## config.mk

```make
export PLATFORM = sky130hd
export DESIGN_NAME = avalon_mm_regs_slave
export DESIGN_NICKNAME = d
export VERILOG_FILES = /design/src/rtl/avalon_mm_regs_slave.sv
export SDC_FILE = /design/constraint.sdc
export NUM_CORES = 1
export LEC_CHECK = 0
export ABC_CLOCK_PERIOD_IN_PS = 16000
export CAP_MARGIN = 15
export CORE_ASPECT_RATIO = 1.75
export CORE_MARGIN = 2
export CORE_UTILIZATION = 45
export DETAILED_ROUTE_END_ITERATION = 12
export GPL_ROUTABILITY_DRIVEN = 1
export PLACE_DENSITY = 0.7
export SLEW_MARGIN = 10
export SYNTH_ARGS = -nofsm -noshare
export SYNTH_HDL_FRONTEND = slang
export SYNTH_SLANG_ARGS = --single-unit
```

## constraint.sdc

```tcl
create_clock -name CLK -period 16 [get_ports CLK]
set_clock_uncertainty 0.05 [all_clocks]
set_input_delay 4.8 -clock CLK [delete_from_list [all_inputs] [get_ports CLK]]
set_output_delay 4.8 -clock CLK [all_outputs]
set_load 0.005 [all_outputs]
```

## src/rtl/avalon_mm_regs_slave.sv

```systemverilog
// avalon_mm_regs_slave
//   Avalon-MM responder behind the UART bridge master. Three read/write config
//   registers, a pop-on-read outbound FIFO filled by the core, and a STATUS word
//   with sticky, write-1-to-clear error flags.
//
//   Map: 0x00 REG0 | 0x04 REG1 | 0x08 REG2 | 0x0C TXDATA (RO, pops) | 0x10 STATUS (W1C)
//   STATUS: [7:0] count, [8] empty, [9] full, [16] underflow, [17] overflow,
//           [18] decode error, [19] read+write conflict.
//
// Ports
//   CLK, RST             clock (rising edge), asynchronous active-high reset
//   ADDRESS, WRITEDATA   Avalon request address / write data
//   READ, WRITE          Avalon request strobes
//   BEGINTRANSFER, LOCK  accepted but have no effect
//   READDATA             registered read data, valid in the ACK cycle
//   WAITREQUEST          stall to master
//   push_data/valid      core side FIFO write
//   push_ready           FIFO can take a word this cycle
//   reg0_q..reg2_q       config register contents
//   reg_wr_pulse         one-hot pulse, the cycle after a REG0..2 write commits
module avalon_mm_regs_slave #(
    parameter int WAIT_STATES = 2,
    parameter int FIFO_DEPTH  = 4
) (
    input  logic        CLK,
    input  logic        RST,
    input  logic [31:0] ADDRESS,
    input  logic [31:0] WRITEDATA,
    output logic [31:0] READDATA,
    output logic        WAITREQUEST,
    input  logic        BEGINTRANSFER,
    input  logic        READ,
    input  logic        WRITE,
    input  logic        LOCK,
    input  logic [31:0] push_data,
    input  logic        push_valid,
    output logic        push_ready,
    output logic [31:0] reg0_q,
    output logic [31:0] reg1_q,
    output logic [31:0] reg2_q,
    output logic [2:0]  reg_wr_pulse
);
    localparam int PTR_W = $clog2(FIFO_DEPTH);
    localparam int CNT_W = PTR_W + 1;
    localparam logic [3:0] WAIT_LOAD = (WAIT_STATES > 0) ? 4'(WAIT_STATES - 1) : 4'd0;
    localparam logic [2:0] IDX_TXDATA = 3'd3;
    localparam logic [2:0] IDX_STATUS = 3'd4;

    typedef enum logic [1:0] {S_IDLE, S_WAIT, S_ACK} state_t;

    state_t      state_reg, state_next;
    logic [3:0]  wait_cnt_reg, wait_cnt_next;

    // Request captured on the IDLE exit edge
    logic [2:0]  req_idx_reg;
    logic        req_ok_reg, req_rd_reg, req_wr_reg, req_conf_reg;
    logic [31:0] req_wdata_reg;
    logic        ack_empty_reg;   // FIFO emptiness seen when READDATA was loaded

    logic [CNT_W-1:0] count_reg;
    logic [PTR_W-1:0] rd_ptr_reg, wr_ptr_reg;
    logic [31:0]      fifo_mem [FIFO_DEPTH];
    logic [3:0]       sticky_reg, sticky_next;
    logic [2:0]       pulse_reg;
    logic [31:0]      readdata_reg;

    logic        unused_ok;
    assign unused_ok = BEGINTRANSFER ^ LOCK;

    // ---------------- live request decode ----------------
    logic [2:0] live_idx;
    logic       live_ok, req_any;
    assign live_idx = ADDRESS[4:2];
    assign live_ok  = (ADDRESS[31:5] == '0) && (ADDRESS[1:0] == 2'b00) && (live_idx <= IDX_STATUS);
    assign req_any  = READ | WRITE;

    // ---------------- FSM ----------------
    always_ff @(posedge CLK or posedge RST) begin
        if (RST) begin
            state_reg    <= S_IDLE;
            wait_cnt_reg <= '0;
        end else begin
            state_reg    <= state_next;
            wait_cnt_reg <= wait_cnt_next;
        end
    end

    always_comb begin
        state_next    = state_reg;
        wait_cnt_next = wait_cnt_reg;
        case (state_reg)
            S_IDLE: if (req_any) begin
                if (WAIT_STATES == 0) begin
                    state_next = S_ACK;
                end else begin
                    state_next    = S_WAIT;
                    wait_cnt_next = WAIT_LOAD;
                end
            end
            S_WAIT: if (wait_cnt_reg == 4'd0) state_next = S_ACK;
                    else wait_cnt_next = wait_cnt_reg - 4'd1;
            S_ACK:  state_next = S_IDLE;
            default: state_next = S_IDLE;
        endcase
    end

    assign WAITREQUEST = req_any && (state_reg != S_ACK);

    logic capture, enter_ack, in_ack;
    assign capture   = (state_reg == S_IDLE) && req_any;
    assign enter_ack = (state_next == S_ACK);
    assign in_ack    = (state_reg == S_ACK);

    always_ff @(posedge CLK or posedge RST) begin
        if (RST) begin
            req_idx_reg   <= '0;
            req_ok_reg    <= 1'b0;
            req_rd_reg    <= 1'b0;
            req_wr_reg    <= 1'b0;
            req_conf_reg  <= 1'b0;
            req_wdata_reg <= '0;
        end else if (capture) begin
            req_idx_reg   <= live_idx;
            req_ok_reg    <= live_ok;
            req_rd_reg    <= READ;            // read wins when both strobes are high
            req_wr_reg    <= WRITE & ~READ;
            req_conf_reg  <= READ & WRITE;
            req_wdata_reg <= WRITEDATA;
        end
    end

    // With no wait states ACK is entered on the capture edge itself, so the
    // read mux must look at the live request rather than the captured copy.
    logic [2:0] sel_idx;
    logic       sel_ok, sel_rd;
    assign sel_idx = (state_reg == S_IDLE) ? live_idx : req_idx_reg;
    assign sel_ok  = (state_reg == S_IDLE) ? live_ok  : req_ok_reg;
    assign sel_rd  = (state_reg == S_IDLE) ? READ     : req_rd_reg;

    // ---------------- FIFO ----------------
    logic        fifo_full, fifo_empty, pop, push;
    logic [31:0] fifo_head, status_word, rd_value;
    logic [7:0]  count8;

    assign fifo_full  = (count_reg == CNT_W'(FIFO_DEPTH));
    assign fifo_empty = (count_reg == '0);
    assign fifo_head  = fifo_mem[rd_ptr_reg];
    assign count8     = 8'(count_reg);

    // ACK-cycle effects, all derived from the captured request
    logic ack_txrd, ack_write_ok, underflow_set, overflow_set, decerr_set, conflict_set, status_wr;
    assign ack_txrd      = in_ack && req_rd_reg && req_ok_reg && (req_idx_reg == IDX_TXDATA);
    assign pop           = ack_txrd && !ack_empty_reg;
    assign underflow_set = ack_txrd && ack_empty_reg;
    assign ack_write_ok  = in_ack && req_wr_reg && req_ok_reg;
    assign status_wr     = ack_write_ok && (req_idx_reg == IDX_STATUS);
    assign decerr_set    = in_ack && (!req_ok_reg || (req_wr_reg && req_idx_reg == IDX_TXDATA));
    assign conflict_set  = in_ack && req_conf_reg;

    // A pop in the same cycle frees the slot a full FIFO would otherwise refuse
    assign push_ready   = !fifo_full || pop;
    assign push         = push_valid && push_ready;
    assign overflow_set = push_valid && !push_ready;

    always_ff @(posedge CLK) begin
        if (push) fifo_mem[wr_ptr_reg] <= push_data;
    end

    always_ff @(posedge CLK or posedge RST) begin
        if (RST) begin
            count_reg  <= '0;
            rd_ptr_reg <= '0;
            wr_ptr_reg <= '0;
        end else begin
            if (push) wr_ptr_reg <= wr_ptr_reg + PTR_W'(1);
            if (pop)  rd_ptr_reg <= rd_ptr_reg + PTR_W'(1);
            count_reg <= count_reg + CNT_W'(push) - CNT_W'(pop);
        end
    end

    // ---------------- STATUS ----------------
    assign status_word = {12'd0, sticky_reg, 6'd0, fifo_full, fifo_empty, count8};

    // New events win over a simultaneous clear
    always_comb begin
        sticky_next = sticky_reg;
        if (status_wr) sticky_next = sticky_next & ~req_wdata_reg[19:16];
        sticky_next = sticky_next | {conflict_set, decerr_set, overflow_set, underflow_set};
    end

    always_ff @(posedge CLK or posedge RST) begin
        if (RST) sticky_reg <= '0;
        else     sticky_reg <= sticky_next;
    end

    // ---------------- config registers ----------------
    logic [2:0] wr_hit;
    generate
        for (genvar gi = 0; gi < 3; gi++) begin : g_cfg
            logic [31:0] q_reg;
            assign wr_hit[gi] = ack_write_ok && (req_idx_reg == 3'(gi));
            always_ff @(posedge CLK or posedge RST) begin
                if (RST)             q_reg <= '0;
                else if (wr_hit[gi]) q_reg <= req_wdata_reg;
            end
        end
    endgenerate

    assign reg0_q = g_cfg[0].q_reg;
    assign reg1_q = g_cfg[1].q_reg;
    assign reg2_q = g_cfg[2].q_reg;

    always_ff @(posedge CLK or posedge RST) begin
        if (RST) pulse_reg <= '0;
        else     pulse_reg <= wr_hit;
    end
    assign reg_wr_pulse = pulse_reg;

    // ---------------- read data ----------------
    always_comb begin
        rd_value = '0;
        if (sel_rd && sel_ok) begin
            case (sel_idx)
                3'd0:       rd_value = reg0_q;
                3'd1:       rd_value = reg1_q;
                3'd2:       rd_value = reg2_q;
                IDX_TXDATA: rd_value = fifo_empty ? 32'd0 : fifo_head;
                IDX_STATUS: rd_value = status_word;
                default:    rd_value = '0;
            endcase
        end
    end

    always_ff @(posedge CLK or posedge RST) begin
        if (RST) begin
            readdata_reg  <= '0;
            ack_empty_reg <= 1'b1;
        end else if (enter_ack) begin
            readdata_reg  <= rd_value;
            ack_empty_reg <= fifo_empty;
        end
    end
    assign READDATA = readdata_reg;

endmodule

```

# Yosys cells after proc, flatten, opt, wreduce, memory -nomap -nowiden

Memory sizes are Yosys's and may differ from the RTL's.
Index checks and enable logic that the tools add are counted.

Register bits: 188
RAM bits: 128
Input bits: 103
Output and inout bits: 133
Logic and storage cells: 98
Memories: 1

Add/sub/neg operators: 5
Magnitude comparators: 1
Equal/unequal tests: 15
Mux-type cells: 15
Bitwise gates (word level): 7
Reduce and logical (&&, ||, !) cells: 36

Memories:

| name     | depth | bits a word | read ports | clocked after Yosys merged registers in | write ports | RTL line | RTL |
|---|---|---|---|---|---|---|---|
| fifo_mem | 4     | 32          | 1          | 0                                       | 1           | 62       | `logic [31:0] fifo_mem [FIFO_DEPTH];` |

Operators by type and width:

| cell                                                 | number |
|---|---|
| case mux 32 bit (5 select lines)                     | 1 |
| 2-to-1 mux 32 bit                                    | 2 |
| zero test 27 bit                                     | 1 |
| logical AND 1 bit                                    | 21 |
| equality test 3 x 2 -> 1 bit (second input constant) | 4 |
| 2-to-1 mux 4 bit                                     | 3 |
| equality test 3 bit (second input constant)          | 3 |
| zero test 3 bit                                      | 3 |
| case mux 4 bit (2 select lines)                      | 1 |
| equality test 3 x 1 -> 1 bit (second input constant) | 2 |
| != test 2 bit (second input constant)                | 3 |
| adder 2 x 1 -> 2 bit (second input constant)         | 2 |
| bitwise AND 4 bit                                    | 1 |
| equality test 2 bit (second input constant)          | 2 |
| zero test 1 bit                                      | 4 |
| zero test 2 bit                                      | 2 |
| zero test 4 bit                                      | 1 |
| 2-to-1 mux 1 bit                                     | 4 |
| 2-to-1 mux 2 bit                                     | 2 |
| inverter 4 bit                                       | 1 |
| bitwise OR 4 bit                                     | 1 |
| case mux 2 bit (2 select lines)                      | 1 |
| subtractor 4 x 1 -> 4 bit (second input constant)    | 1 |
| adder 3 x 1 -> 3 bit                                 | 1 |
| 10 further kinds                                     | 12 |

# Depth between registers and ports, before layout

Gate-level depths: netlist of the first run.

Word-level depth: 9
Depth in mapped cells: 13
Depth with buffers taken out: 12

# Least setup slack after synthesis of the first run

OpenSTA, ideal clock, no wires.

Path kind: input -> output
Start: in WRITE
End: out WAITREQUEST
Arrival: 4.976 ns
Data required time: 11.150 ns
Path slack: 6.174 ns
Stages on the path: 2
Path buffers: 0
Cell sequence: nor2_1 -> nor2_1

Word-level cells in the longest chain between the ends: 2

Ends and longest elaborated chain:

| element           | RTL line | RTL |
|---|---|---|
| start, declared   | 33       | `input logic WRITE,` |
| bitwise OR 1 bit  | 75       | `assign req_any = READ \| WRITE;` |
| logical AND 1 bit | 107      | `assign WAITREQUEST = req_any && (state_reg != S_ACK);` |
| end, declared     | 30       | `output logic WAITREQUEST,` |

Every way passes these cells.

# Worst setup path after layout of the first run

Start: in READ
End: out WAITREQUEST

Word-level cells in the longest chain between the ends: 2

Ends and longest elaborated chain:

| element           | RTL line | RTL |
|---|---|---|
| start, declared   | 32       | `input logic READ,` |
| bitwise OR 1 bit  | 75       |  |
| logical AND 1 bit | 107      |  |

Every way passes these cells.

==> flow_metrics.py, run 1 <==
metrics = {
    "run_status": {
        "status": "completed",
    },
    "synthesis": {
        "syn-cell-area_um2": 12880,
        "netlist_instances": 853,
        "synth_xor_area_share_pct": 0.4759,
        "ys.flop_type": "dfrtp_1",
        "yosys_register_bits": 316,
        "muxShareOfSynthArea_pct": 15.28,
        "yosys_warnings": 0,
        "yosys.area_share.adder_pct": 0.9323,
        "syn_area_per_cell_um2": 15.10,
        "yosysSeqAreaShare_pct": 66.36,
        "synth_top_family_by_area": "multiplexers",
        "synth_cell_type_count": 54,
        "synth_compound_area_share_pct": 7.701,
        "syn_nets": 965,
        "synth_simple_gate_area_share_pct": 6.895,
        "synth_edf_count": 128,
        "async_flop_share_pct": 59.49,
    },
    "worst_hold_path": {
        "min_path_type": "flop to flop",
    },
    "timing": {
        "maxSlewHeadroom_pct": 27.56,
        "fin_ws_ps": 4975,
        "period_minus_slack_ps": 11020,
        "finalHoldViolCount": 0,
        "tns_ps": 0,
        "finalSetupViolCount": 0,
        "tightest_slew_ps": 1083,
        "timing.final.crit_share_pct": 68.90,
        "slew_violations": 0,
        "rsz0062_at_grt": "false",
        "fmax_mhz": 90.71,
    },
    "floorplan": {
        "die_w_um": 131.9,
        "dieArea_um2": 30050,
        "rows": 82,
        "ioPinCount": 236,
        "die_y_um": 227.8,
        "core_um2": 28420,
        "start_util_pct": 45.33,
    },
    "final_layout": {
        "design_area_um2": 16500,
        "num-nets-final": 1192,
        "instances_no_fill": 1482,
        "largest_register": "fifo_mem",
        "drive_gt1_share_pct": 20.15,
        "largest_register_ffs": 128,
        "syn_to_final_growth_pct": 28.08,
    },
    "setup_path": {
        "end_kind": "output pin",
        "cp.arrival_ps": 6170,
        "path_max_fanout": 5,
        "crit_type": "input pin to output pin",
        "cp-start-kind": "input pin",
        "required_ps": 11150,
    },
    "detailed_routing": {
        "dr.pass1.iters": 5,
        "routed_wl_um": 33910,
        "detail-route-antenna-nets": 0,
        "wl_per_cell_um": 22.88,
        "drt_iter0_markers": 632,
        "viasPerCell": 5.558,
        "vias": 8237,
        "drc": 0,
    },
    "power_and_ir_drop": {
        "leakage_nw": 6.696,
        "p_clk_share_pct": 30.1,
        "sequentialPowerShare_pct": 48.8,
        "power_switching_mw": 0.6920,
        "sw_frac_of_total_pct": 31.39,
        "intPower_mw": 1.513,
        "power_density_nw_per_um2": 133.6,
        "combPwrFrac_pct": 21.1,
        "p_total_mw": 2.205,
        "ir_drop_uv": 92.42,
    },
    "clocking": {
        "cts_made_buffers": 28,
        "cts_buffer_depth": 3,
        "htreeDepth": 1,
        "cts.sinks": 316,
        "cts_hold_buffers": 0,
        "post_cts_resized": 0,
        "clkTransAtPathRegs_ps": 60,
        "cts_tree": "built",
        "insertion_delay_ps": 550,
        "cts_setup_buffers": 0,
        "root_buffer": "clkbuf_16",
    },
    "place": {
        "placed_area_um2": 15580,
        "port_buffers": 233,
        "dp_cells": 1428,
        "place_ws_ps": 4984,
        "place.gp.congestion": 0.8139,
        "hpwl_um": 22720,
    },
    "global_route": {
        "grt_usage_pct": 22.63,
        "gr-total-overflow": 0,
        "grt_pass1_vias": 8704,
        "grt_max_degree": 122,
        "grt_pass1_wl_um": 52350,
        "grt_antenna_before_repair": 2,
    },
    "job": {
        "drv_cap": 0,
    },
}
## routing by layer
metal | vias to the layer above | global-route usage (%) | share of wire, %
met2 | 287 | 38.66 | 51
met3 | 56 | 3.600 | 5.4
met1 | 4221 | 28.83 | 40
met4 | 0 | 9.103 | 3.7
li1 | 3673 | - | -
met5 | - | 0 | 0
## synthesized netlist by cell type (2+ instances only)
cell type	instances	area share, %
o21ai_1	22	0.85
a221oi_1	5	0.34
buf_2	20	0.78
and3_1	10	0.49
edfxtp_1	128	30
or4_1	2	0.12
a22o_1	23	1.6
nand2_1	119	3.5
buf_6	2	0.17
and2_4	2	0.14
mux2i_1	2	0.16
nor3b_1	2	0.12
nand2b_1	6	0.29
nor3_1	4	0.16
nand4_1	3	0.15
a22oi_1	39	2.3
ha_1	8	0.78
nor2_1	10	0.29
xnor2_1	5	0.34
clkbuf_1	18	0.52
nor3_4	2	0.25
o21ai_0	17	0.66
nand3_1	2	0.078
dfrtp_1	187	36
buf_4	8	0.47
xor2_1	2	0.14
mux4_2	32	5.6
a32oi_1	12	0.82
and2_1	3	0.15
nor4_1	7	0.34
mux2_2	108	9.4
or4b_1	2	0.16
a222oi_1	8	0.62
inv_1	13	0.38
## kinds of logic (layout without fill, tap and decap cells)
logic type | after synthesis | count (layout)
AO/OA/AOI/OAI | 133 | 133
XOR/XNOR | 7 | 7
adder cells (fa/ha/maj) | 9 | 9
buffers and inverters | 62 | 311
flip-flops | 316 | 316
multiplexers | 143 | 143
other | 0 | 2
AND/OR/NAND/NOR | 183 | 183
## placed cells by master (no fill, tap or decap), types with 3 or more instances in the layout
cell type          n
a221oi_1           5
a222oi_1           8
a22o_1            23
a22oi_1           39
a32oi_1           12
and2_1             3
and3_1             6
and3_2             4
buf_4             13
clkbuf_1           6
clkbuf_16         29
clkbuf_8           9
clkdlybuf4s50_1  233
clkinv_2           5
dfrtp_1          186
edfxtp_1         128
ha_1               8
inv_1             12
mux2_2           108
mux4_2            32
nand2_1          119
nand2b_1           6
nand4_1            3
nor2_1            10
nor3_1             3
nor4_1             7
o21ai_0           15
o21ai_1           22
xnor2_1            5
## worst paths after layout
check | startpoint | endpoint | slack (ps) | cells after the start
setup / recovery | READ | WAITREQUEST | 4980 | 4
hold / removal | READDATA[16] | READDATA[16] | 450 | 2
setup reg to reg | state_reg[0] | READDATA[27] | 12730 | 6
hold reg to reg | READDATA[16] | READDATA[16] | 450 | 2
max in group asynchronous | RST | wr_ptr_reg[0] | 9790 | 3
min in group asynchronous | RST | reg2_q[25] | 4710 | 2
## area by class of cell
| cell class | instances | area, um^2 |
|---|---|---|
| clock inverters | 8 | 40.04 |
| diodes | 2 | 5.005 |
| flip-flops and latches | 316 | 8551 |
| clock buffers | 44 | 872.1 |
| inverters | 13 | 56.30 |
| well taps | 378 | 473.0 |
| repair buffers | 246 | 2430 |
| multi-input cells | 475 | 4074 |
| fillers | 2305 | 11920 |
## worst max-delay path, cell delays in order
cell	delay, ps
clkdlybuf4s50_1	610
nor2_1	100
nor2_1	110
clkdlybuf4s50_1	560
## power by group through the flow
stage	Clock [mW]	Combinational [mW]	Sequential, mW
floorplan	0	0.318	1.05
global placement	0	0.459	1.08
detailed placement	0	0.467	1.09
CTS	0.674	0.470	1.07
global route	0.704	0.511	1.09
finish	0.664	0.465	1.08
## metrics by stage
step / hold WS [ps] / util [%]
CTS: 448.0 / 58.04
detailed placement: 436.9 / 54.83
global route: 474.8 / 58.06
finish: 445.7 / 58.06
global placement: 423.8 / 54.83
floorplan: 396.3 / -
Power figures use the tool's default switching activity.
==> run 2, diff against run 1 <==
ABC_CLOCK_PERIOD_IN_PS = 11100   (was 16000)
clock period = 11.1 ns   (was 16 ns; I/O delays follow)
==> flow_metrics.py, run 2 (synthesis gave the netlist of run 1 again) <==
metrics = {
    "timing": {
        "fin_ws_ps": 3016,
        "tns_ps": 0,
        "maxSlewHeadroom_pct": 27.67,
        "rsz0062_at_grt": "false",
        "tightest_slew_ps": 1081,
        "fmax_mhz": 123.7,
        "finalSetupViolCount": 0,
        "slew_violations": 0,
        "timing.final.crit_share_pct": 72.82,
        "period_minus_slack_ps": 8084,
        "hold_slack_ps": 450.0,
        "finalHoldViolCount": 0,
    },
    "global_route": {
        "grt_antenna_before_repair": 2,
        "grt_pass1_vias": 8735,
        "grt_usage_pct": 22.47,
        "grt_pass1_wl_um": 51940,
        "gr-total-overflow": 0,
        "grt_max_degree": 126,
    },
    "detailed_routing": {
        "drc": 0,
        "drt_iter0_markers": 653,
        "viasPerCell": 5.608,
        "dr.pass1.iters": 7,
        "wl_per_cell_um": 22.72,
        "routed_wl_um": 33720,
        "vias": 8322,
        "detail-route-antenna-nets": 0,
    },
    "run_status": {
        "status": "completed",
    },
    "clocking": {
        "root_buffer": "clkbuf_16",
        "htreeDepth": 1,
        "cts.sinks": 316,
        "cts_hold_buffers": 0,
        "cts_buffer_depth": 3,
        "clkTransAtPathRegs_ps": 60,
        "insertion_delay_ps": 550,
        "cts_made_buffers": 29,
        "cts_setup_buffers": 0,
        "cts_tree": "built",
        "post_cts_resized": 0,
    },
    "setup_path": {
        "worstReg2RegStart": "state_reg[0]",
        "cp.arrival_ps": 4700,
        "path_max_fanout": 5,
        "cpPeakStageDelay_ps": 600,
        "end_kind": "output pin",
        "cp-start-kind": "input pin",
        "slowest_stage": "clkdlybuf4s50_1",
        "crit_buf_inv": 2,
        "required_ps": 7720,
        "crit_family": "buffers and inverters",
        "crit_type": "input pin to output pin",
        "path_cells": "clkdlybuf4s50_1, nor2_1, nor2_1, clkdlybuf4s50_1",
        "cp-startpoint": "READ",
    },
    "place": {
        "port_buffers": 233,
        "hpwl_um": 22690,
        "place_ws_ps": 3022,
        "place.gp.congestion": 0.8297,
    },
    "floorplan": {
        "die_y_um": 227.8,
        "core_um2": 28420,
        "start_util_pct": 45.33,
        "ioPinCount": 236,
        "die_w_um": 131.9,
        "dieArea_um2": 30050,
        "rows": 82,
    },
    "final_layout": {
        "final_common_cell": "clkdlybuf4s50_1",
        "final_cell_mix": "233 x clkdlybuf4s50_1, 186 x dfrtp_1, 128 x edfxtp_1",
        "num-nets-final": 1193,
        "syn_to_final_growth_pct": 28.10,
        "largest_register": "fifo_mem",
        "largest_register_ffs": 128,
        "fillers": 2296,
        "drive_gt1_share_pct": 19.75,
    },
    "power_and_ir_drop": {
        "ir_drop_uv": 107.2,
        "power_density_nw_per_um2": 193.1,
        "p_total_mw": 3.187,
        "leakage_nw": 6.686,
    },
    "job": {
        "drv_cap": 0,
    },
    "worst_hold_path": {
        "hp-start": "READDATA[16]",
        "min_path_type": "flop to flop",
    },
}
run 2: path summary, 6_finish.rpt:
path	slack, ps	to	cells after the start
min reg2reg	450	READDATA[16]	2
max in group asynchronous	6200	rd_ptr_reg[0]	3
max reg2reg	7810	READDATA[29]	6
max	3020	WAITREQUEST	4
min	450	READDATA[16]	2
min in group asynchronous	3300	req_wdata_reg[24]	2
run 2: routing by layer:
metal | vias to the layer above | GRT usage, % | wire length [um]
met3 | 76 | 2.956 | 1824
met1 | 4283 | 27.59 | 13050
met5 | - | 0 | 0
li1 | 3668 | - | -
met2 | 295 | 38.80 | 17190
met4 | 0 | 11.41 | 1658
run 2: where the power goes:
part	total [mW]	internal, mW	leakage [nW]	switching (mW)
clock	0.970	0.546	0.443	0.424
sequential	1.55	1.42	3.70	0.132
combinational	0.667	0.224	2.54	0.444
total	3.19	2.19	6.69	1.00
run 2: stage by stage:
stage,cells,util (%),instance area (um^2)
after CTS,1482,58.05,16500
final,1484,58.07,16500
after global routing,1484,58.07,16500
after global placement,1428,54.83,15580
after detailed placement,1428,54.83,15580
after floorplan,853,-,12880
run 2: cell type report:
| cell class | count | area [um^2] | share of cell area [%] |
|---|---|---|---|
| antenna | 2 | 5.005 | 0.03033 |
| clock buffer | 44 | 799.5 | 4.845 |
| clock inverter | 10 | 115.1 | 0.6975 |
| inverter | 13 | 56.30 | 0.3412 |
| multi-input combinational | 475 | 4074 | 24.69 |
| sequential | 316 | 8551 | 51.81 |
| tap | 378 | 473.0 | 2.866 |
| timing repair buffer | 246 | 2430 | 14.72 |
run 2: worst register-to-register path, delay by kind of cell, from the launching register on:
kind | cells | cell delay (ps)
AND/OR/NAND/NOR | 2 | 1140
AO/OA/AOI/OAI | 2 | 730
flip-flops | 1 | 500
multiplexers | 1 | 500
buffers and inverters | 1 | 300
